$ cat src/rtl/regfile_write_arbiter.sv
// Two-requester writeback arbiter for the register file's single write port.
// Optional: define WB_R0_DISCARD_EN to accept-and-drop writes to register 0.
module regfile_write_arbiter #(
   parameter int QDEPTH = 2,
   parameter int QAW    = 1
) (
   input  logic        clk,
   input  logic        rst,
   input  logic        a_valid,
   output logic        a_ready,
   input  logic [3:0]  a_reg,
   input  logic [15:0] a_data,
   input  logic        m_valid,
   output logic        m_ready,
   input  logic [3:0]  m_reg,
   input  logic [15:0] m_data,
   output logic        WriteReg,
   output logic [3:0]  DstReg,
   output logic [15:0] DstData,
   output logic [15:0] pending
);

   typedef enum logic {
      GRANT_A = 1'b0,
      GRANT_M = 1'b1
   } grantE;

   localparam logic [QAW:0] QFULL = (QAW + 1)'(QDEPTH);

   logic [3:0]     aRegQ  [QDEPTH];
   logic [15:0]    aDataQ [QDEPTH];
   logic [QAW-1:0] aRdPtr, aWrPtr;
   logic [QAW:0]   aCount;

   logic [3:0]     mRegQ  [QDEPTH];
   logic [15:0]    mDataQ [QDEPTH];
   logic [QAW-1:0] mRdPtr, mWrPtr;
   logic [QAW:0]   mCount;

   grantE lastGrant;
   logic  aPush, mPush;
   logic  aNonEmpty, mNonEmpty;
   logic  grantA, grantM;

   // Ready depends only on the registered count, so a full FIFO stays closed
   // even in a cycle where it is being drained.
   assign a_ready = (aCount < QFULL);
   assign m_ready = (mCount < QFULL);

`ifdef WB_R0_DISCARD_EN
   assign aPush = a_valid && a_ready && (a_reg != 4'd0);
   assign mPush = m_valid && m_ready && (m_reg != 4'd0);
`else
   assign aPush = a_valid && a_ready;
   assign mPush = m_valid && m_ready;
`endif

   assign aNonEmpty = (aCount != '0);
   assign mNonEmpty = (mCount != '0);
   assign grantA    = aNonEmpty && (!mNonEmpty || (lastGrant == GRANT_M));
   assign grantM    = mNonEmpty && (!aNonEmpty || (lastGrant == GRANT_A));

   // NOTE: FIFO storage has no reset; count and pointers alone define which slots are live.
   always_ff @(posedge clk) begin
      if (aPush) begin
         aRegQ[aWrPtr]  <= a_reg;
         aDataQ[aWrPtr] <= a_data;
      end
      if (mPush) begin
         mRegQ[mWrPtr]  <= m_reg;
         mDataQ[mWrPtr] <= m_data;
      end
   end

   // NOTE: all sequential state uses non-blocking assignments so every block sees pre-edge values.
   always_ff @(posedge clk) begin
      if (rst) begin
         aRdPtr <= '0;
         aWrPtr <= '0;
         aCount <= '0;
      end else begin
         if (aPush)  aWrPtr <= aWrPtr + 1'b1;
         if (grantA) aRdPtr <= aRdPtr + 1'b1;
         case ({aPush, grantA})
            2'b10:   aCount <= aCount + 1'b1;
            2'b01:   aCount <= aCount - 1'b1;
            default: aCount <= aCount;
         endcase
      end
   end

   always_ff @(posedge clk) begin
      if (rst) begin
         mRdPtr <= '0;
         mWrPtr <= '0;
         mCount <= '0;
      end else begin
         if (mPush)  mWrPtr <= mWrPtr + 1'b1;
         if (grantM) mRdPtr <= mRdPtr + 1'b1;
         case ({mPush, grantM})
            2'b10:   mCount <= mCount + 1'b1;
            2'b01:   mCount <= mCount - 1'b1;
            default: mCount <= mCount;
         endcase
      end
   end

   always_ff @(posedge clk) begin
      if (rst) begin
         WriteReg  <= 1'b0;
         DstReg    <= '0;
         DstData   <= '0;
         lastGrant <= GRANT_M;
      end else if (grantA) begin
         WriteReg  <= 1'b1;
         DstReg    <= aRegQ[aRdPtr];
         DstData   <= aDataQ[aRdPtr];
         lastGrant <= GRANT_A;
      end else if (grantM) begin
         WriteReg  <= 1'b1;
         DstReg    <= mRegQ[mRdPtr];
         DstData   <= mDataQ[mRdPtr];
         lastGrant <= GRANT_M;
      end else begin
         WriteReg  <= 1'b0;
         DstReg    <= '0;
         DstData   <= '0;
      end
   end

   // A slot is live when its distance from the read pointer is below the count.
   function automatic logic slotLive(input logic [QAW-1:0] rdPtr,
                                     input logic [QAW:0]   count,
                                     input int             idx);
      logic [QAW-1:0] offset;
      offset = QAW'(idx) - rdPtr;
      return ({1'b0, offset} < count);
   endfunction

   // NOTE: defaulting pending first keeps this block purely combinational (no latch).
   always_comb begin
      pending = '0;
      for (int i = 0; i < QDEPTH; i++) begin
         if (slotLive(aRdPtr, aCount, i)) pending[aRegQ[i]] = 1'b1;
         if (slotLive(mRdPtr, mCount, i)) pending[mRegQ[i]] = 1'b1;
      end
      if (WriteReg) pending[DstReg] = 1'b1;
`ifdef WB_R0_DISCARD_EN
      pending[0] = 1'b0;
`endif
   end

endmodule

$ cat config.mk
export PLATFORM = sky130hd
export DESIGN_NAME = regfile_write_arbiter
export DESIGN_NICKNAME = d
export VERILOG_FILES = /design/src/rtl/regfile_write_arbiter.sv
export SDC_FILE = /design/constraint.sdc
export NUM_CORES = 1
export LEC_CHECK = 0
export BUFFER_PORTS_ARGS = -buffer_cell sky130_fd_sc_hd__buf_2
export CAP_MARGIN = 20
export CORE_ASPECT_RATIO = 1.5
export CORE_MARGIN = 2
export CORE_UTILIZATION = 50
export DETAILED_ROUTE_END_ITERATION = 16
export PLACE_DENSITY = 0.82
export SYNTH_ARGS = -nofsm -noshare
export SYNTH_HDL_FRONTEND = slang
export SYNTH_SLANG_ARGS = --single-unit
$ cat constraint.sdc
create_clock -name clk -period 2.1 [get_ports clk]
set_input_delay 0.21 -clock clk [delete_from_list [all_inputs] [get_ports clk]]
set_output_delay 0.21 -clock clk [all_outputs]
set_load 0.005 [all_outputs]
=== After elaboration in Yosys (flattened, before gate mapping) ===
Memories as Yosys holds them, arrays and structs flattened. A register that Yosys moved wholly into a read port is not among the register bits.
Cells that the tools add are included.

* Memories: 4
* Bits of input ports: 44
* RAM bits: 80
* Flip-flop bits (word level): 30

{| class="wikitable"
|+ Memory list
! name !! depth !! width !! read ports !! clocked after Yosys merged registers in !! wr ports !! RTL line !! source
|-
| aDataQ || 2 || 16 || 1 || 1 || 1 || 31 || <nowiki>logic [15:0] aDataQ [QDEPTH];</nowiki>
|-
| mDataQ || 2 || 16 || 1 || 1 || 1 || 36 || <nowiki>logic [15:0] mDataQ [QDEPTH];</nowiki>
|-
| aRegQ || 2 || 4 || 3 || 1 || 1 || 30 || <nowiki>logic [3:0] aRegQ [QDEPTH];</nowiki>
|-
| mRegQ || 2 || 4 || 3 || 1 || 1 || 35 || <nowiki>logic [3:0] mRegQ [QDEPTH];</nowiki>
|}

* Bitwise gates (word level): 5
* Magnitude comparators: 16
* Add/subtract/negate cells: 12
* Multiplexer cells: 37
* Reductions and logical operators: 18
* Equality and inequality tests: 4

{| class="wikitable"
|+ Operators by type and width
! kind !! number
|-
| two-way mux 16 bit || 7
|-
| bitwise OR 16 bit || 4
|-
| less-than comparator 4 x 5 -> 1 bit (second input constant) || 5
|-
| two-way mux 1 bit || 21
|-
| demux 1 bit (select 4 bit) || 5
|-
| greater-or-equal comparator 4 x 1 -> 1 bit (second input constant) || 5
|-
| nonzero test 2 bit || 5
|-
| logical AND 1 bit || 9
|-
| less-than comparator 1 x 2 -> 1 bit || 4
|-
| two-way mux 4 bit || 2
|-
| one-hot mux 2 bit (2 select lines) || 2
|-
| adder 1 bit (second input constant) || 4
|-
| adder 2 x 1 -> 2 bit (second input constant) || 2
|-
| == test 2 x 1 -> 1 bit (second input constant) || 2
|-
| == test 2 bit (second input constant) || 2
|-
| less-than comparator 2 bit (second input constant) || 2
|-
| subtractor 1 bit (first input constant) || 4
|-
| subtractor 2 x 1 -> 2 bit (second input constant) || 2
|-
| logical NOT 1 bit || 2
|-
| logical OR 1 bit || 2
|-
| inverter 1 bit || 1
|}

=== Longest topological paths before layout ===
* Depth after elaboration: 13
* Gate-level depth with buffers: 9

=== Worst setup path after synthesis ===
Ideal clock, no wire load.

* Path kind: flip-flop to flip-flop
* Start: register aCount[1]
* End: memory aDataQ[0][0] (enable)
* Buffers on the path: 1
* Path slack: 0.168 ns
* Data arrival time: 1.535 ns
* Cell stages (with the launch flop): 5
* Required time: 1.703 ns
* Path through: dfxtp_1 buf_2 inv_1 nand2_1 nor2_1

* Word-level cells in the longest chain between the ends: 4

{| class="wikitable"
|+ Ends and longest elaborated chain
! what !! RTL line !! source
|-
| start: declaration || 33 || <nowiki>logic [QAW:0] aCount;</nowiki>
|-
| start signal: assignment || 85 || <nowiki>2'b10: aCount <= aCount + 1'b1;</nowiki>
|-
| start signal: assignment || 86 || <nowiki>2'b01: aCount <= aCount - 1'b1;</nowiki>
|-
| start signal: assignment || 87 || <nowiki>default: aCount <= aCount;</nowiki>
|-
| less-than comparator 2 bit || 47 || <nowiki>assign a_ready = (aCount < QFULL);</nowiki>
|-
| via a_ready || 10 || <nowiki>output logic a_ready,</nowiki>
|-
| logical AND 1 bit || 54 || <nowiki>assign aPush = a_valid && a_ready;</nowiki>
|-
| two-way mux 1 bit || 65 || <nowiki>if (aPush) begin</nowiki>
|-
| two-way mux 1 bit (not written as such) || 67 || <nowiki>aDataQ[aWrPtr] <= a_data;</nowiki>
|-
| end: declaration || 31 ||
|}

The timed path passes the listed nets, and every way through them passes these cells.

=== Worst setup path in the final report ===
* Start: register mRdPtr
* End: output port pending[3]

* Word-level cells in the longest chain between the ends: 9
* Elaborated cells on any way between the ends: 11
* Those cells by class: 2 x add/sub; 2 x order compare; 4 x mux; 3 x bitwise

{| class="wikitable"
|+ Ends and longest elaborated chain
! what !! RTL line !! source
|-
| start: declaration || 37 || <nowiki>logic [QAW-1:0] mRdPtr, mWrPtr;</nowiki>
|-
| start signal: assignment || 99 || <nowiki>if (grantM) mRdPtr <= mRdPtr + 1'b1;</nowiki>
|-
| subtractor 1 bit || 136 || <nowiki>offset = QAW'(idx) - rdPtr;</nowiki>
|-
| less-than comparator 1 x 2 -> 1 bit || 137 || <nowiki>return ({1'b0, offset} < count);</nowiki>
|-
| two-way mux 16 bit || 145 || <nowiki>if (slotLive(mRdPtr, mCount, i)) pending[mRegQ[i]] = 1'b1;</nowiki>
|-
| bitwise OR 16 bit (no line) || -- ||
|-
| two-way mux 16 bit || 144 || <nowiki>if (slotLive(aRdPtr, aCount, i)) pending[aRegQ[i]] = 1'b1;</nowiki>
|-
| bitwise OR 16 bit (no line) || -- ||
|-
| two-way mux 16 bit (*) || 145 ||
|-
| bitwise OR 16 bit (no line) || -- ||
|-
| two-way mux 16 bit (*) || 147 || <nowiki>if (WriteReg) pending[DstReg] = 1'b1;</nowiki>
|-
| end: declaration || 20 || <nowiki>output logic [15:0] pending</nowiki>
|}

Mark *: on every way between the ends. The rest lies on a longest branch, timed or not.

==> flow_metrics.tcl <==
set metrics [dict create \
    final_hold_viol_count 0 \
    start_util_pct 51.8 \
    worst_path_largest_cell_delay_ps 440 \
    max_freq_mhz 486 \
    fp.dieArea_mm2 0.0105 \
    gr-total-overflow 0 \
    rr_worst_depth 6 \
    ir_worst_vdd_uv 868 \
    seq_area_mm2 0.00305 \
    io_pins 83 \
    rrSetupSlack_ps 340 \
    status "completed" \
    syn_area_mm2 0.00482 \
    yosys_warnings 0 \
    dr.first_iter.drc_count 259 \
    area_growth_pct 20.1 \
    cp_slowest_cell "dfxtp_1" \
    cts.sinks 112 \
    worstPathRequired_ps 1890 \
    mostFrequentLayoutCell "buf_2" \
    num-fill-cells 719 \
    vias_per_cell 5.86 \
    drive_gt1_share_pct 30.3 \
    powerDensity_mw_per_mm2 1260 \
    antenna_found_initial 0 \
    crit_fanout 4 \
    synth_seq_cells 112 \
    rows 43 \
    vias 3459 \
    syn_avg_cell_area_um2 12.9 \
    min_path_type "in -> reg" \
    report.final.setup_viol 0 \
    place_ws_ps 248 \
    rr_startpoint "mCount[1]" \
    clk_latency_ps 350 \
    drc_errors 0 \
    finalWirelength_um 11300 \
    relSlewSlack_pct 32.1 \
    syn_inst 374 \
    critPathTopFamily "simple AND/OR/NAND/NOR gates" \
    final_area_mm2 0.00579 \
    leakage_nw 2.25 \
    hold_buffers 0 \
    max_cap_violations 0 \
    port-buffer-count 82 \
    dr.pass1.iters 5 \
    path_cells "nor2b_4 -> o211ai_2 -> o22ai_1 -> or3_1 -> buf_2" \
    cts_max_level 3 \
    ant_nets 0 \
    cts_tree "built" \
    hpwl_um 8100 \
    synthFlopType "edfxtp_1" \
    die_w_um 84.2 \
    final_cell_mix "buf_2, edfxtp_1, nor2_1, mux2i_1, dfxtp_1" \
    tightest_slew_ps 1020 \
    cts_buffers 9 \
    endpoint_kind "primary output" \
    placed_area_mm2 0.00538 \
    clock_path_buffers 2 \
    hold_end "aRegQ[0][0]" \
    path_buf_inv 1 \
    syn-num-nets 420 \
    hold_start "a_reg[0]" \
    crit_path_start_kind "flop" \
    synth_top_area_share_pct 49.8 \
    grt_max_degree 33 \
    ys_async_sr_fraction_pct 0 \
    fin_nets 519 \
    grt_pass1_wl_um 17600 \
    grt_use_total_pct 22.0 \
    gp_congestion 0.896 \
    fp.dieH_um 124 \
    wire_per_inst_um 19.2 \
    slew_violations 0 \
    r2r-end "aCount[1]" \
    min_period_ps 2060 \
    final.period_utilization_pct 98.0 \
    critical_path_class "reg -> out" \
    skew_ps 12.5 \
    worst_slack_ps 41.0 \
    synth_top_area_cell "edfxtp_1" \
    path_clk_slew_ps 80 \
    multi_input_area_mm2 0.00171 \
    ys_seq_area_share_pct 63.1 \
    arrival_ps 1850 \
    ys_top_cells_by_area "edfxtp_1, dfxtp_1, mux2i_1" \
    holdPathStages 1 \
    ctsRootBufferMaster "clkbuf_16" \
    grt_pass1_vias 3449 \
    synth-edff-count 80 \
    antenna_cells 0 \
    yosysUniqueCellTypes 38 \
    core_mm2 0.00931 \
]
## cell type report
type / count / share of cell area, %
multi-input cells: 241 / 29.5
repair buffers: 105 / 10.1
well taps: 112 / 2.42
flip-flops and latches: 112 / 52.8
clock inverters: 6 / 0.692
clock buffers: 10 / 4.32
inverters: 4 / 0.259
## layer usage
layer	share of wire (%)	global-route usage [%]
met1	36	23.4
met2	54	40.0
met3	4.5	3.84
met4	4.7	12.8
met5	0	0
## how the worst max path moves through the flow
stage | start | to | depth (start not counted)
final | mRdPtr | pending[3] | 5
after floorplan | aCount[1] | aDataQ[0][0] | 4
after CTS | mCount[0] | pending[10] | 5
after detailed placement | mCount[1] | aCount[1] | 6
after global placement | mCount[1] | pending[9] | 4
after global routing | aRegQ[0][0] | pending[0] | 4
## metrics by stage
stage | std cells | util (%) | hold WS [ps] | TNS [ps] | total power [W]
4_1_cts | 579 | 61.1 | 38.1 | -20.4 | 0.00726
3_5_place_dp | 563 | 57.8 | 401 | 0 | 0.00561
6_report | 590 | 62.2 | 51.0 | 0 | 0.00732
3_3_place_gp | 563 | 57.8 | 400 | 0 | 0.00552
5_1_grt | 590 | 62.2 | 39.5 | -4.58 | 0.00770
2_1_floorplan | 374 | - | 279 | 0 | 0.00479
## synthesized netlist by cell type, types with 3 or more instances
cell and n:
inv_1 4, nor3b_1 3, or3_1 14, nand3_1 6, or4_1 4, nor3_1 4, nand3b_1 6, o21ai_0 4
o32ai_1 5, dfxtp_1 32, a21oi_1 5, clkbuf_1 4, mux2i_1 40, nand2b_1 10, edfxtp_1 80, o21ai_1 5
or2_2 3, buf_2 10, xor2_1 6, nor2b_1 4, o22a_1 20, o22ai_1 21, nand2_1 11, nor4_1 4
nor2_1 49
## where the power goes
group	internal [W]	switching, W	total [W]
Clock	0.000878	0.000749	0.00163
Combinational	0.00109	0.00133	0.00243
Sequential	0.00292	0.000350	0.00327
Total	0.00489	0.00243	0.00732
## registers in the layout (all words and copies together), names as in the netlist, 2 cells and up, named ones only
name,count
DstData,16
aDataQ,32
DstReg,4
mRegQ,8
aCount,2
mDataQ,32
mCount,2
aRegQ,8
## cell families after synthesis
| family | count (synthesis) | synth area share, % |
|---|---|---|
| simple gates | 123 | 13.5 |
| flops | 112 | 63.1 |
| compound gates | 68 | 10.8 |
| mux | 40 | 8.31 |
| buf+inv | 21 | 2.28 |
| xor+xnor | 8 | 1.45 |
| fa+ha+maj | 2 | 0.519 |
## worst register-to-register path, stage by stage (launching register included)
cell and delay (ps):
dfxtp_2 510, nor2_1 150, o22ai_2 160, inv_1 60
ha_1 310, or3_1 350, a21oi_1 150
## what timing repair did
| action | 4_1_cts | 5_1_grt |
|---|---|---|
| pin swaps | 0 | 4 |
| endpoints found under the setup margin | 6 | 14 |
| buffers inserted | 0 | 11 |
| gates resized for setup | 5 | 6 |
No activity file was read; power rests on OpenSTA's default activity.
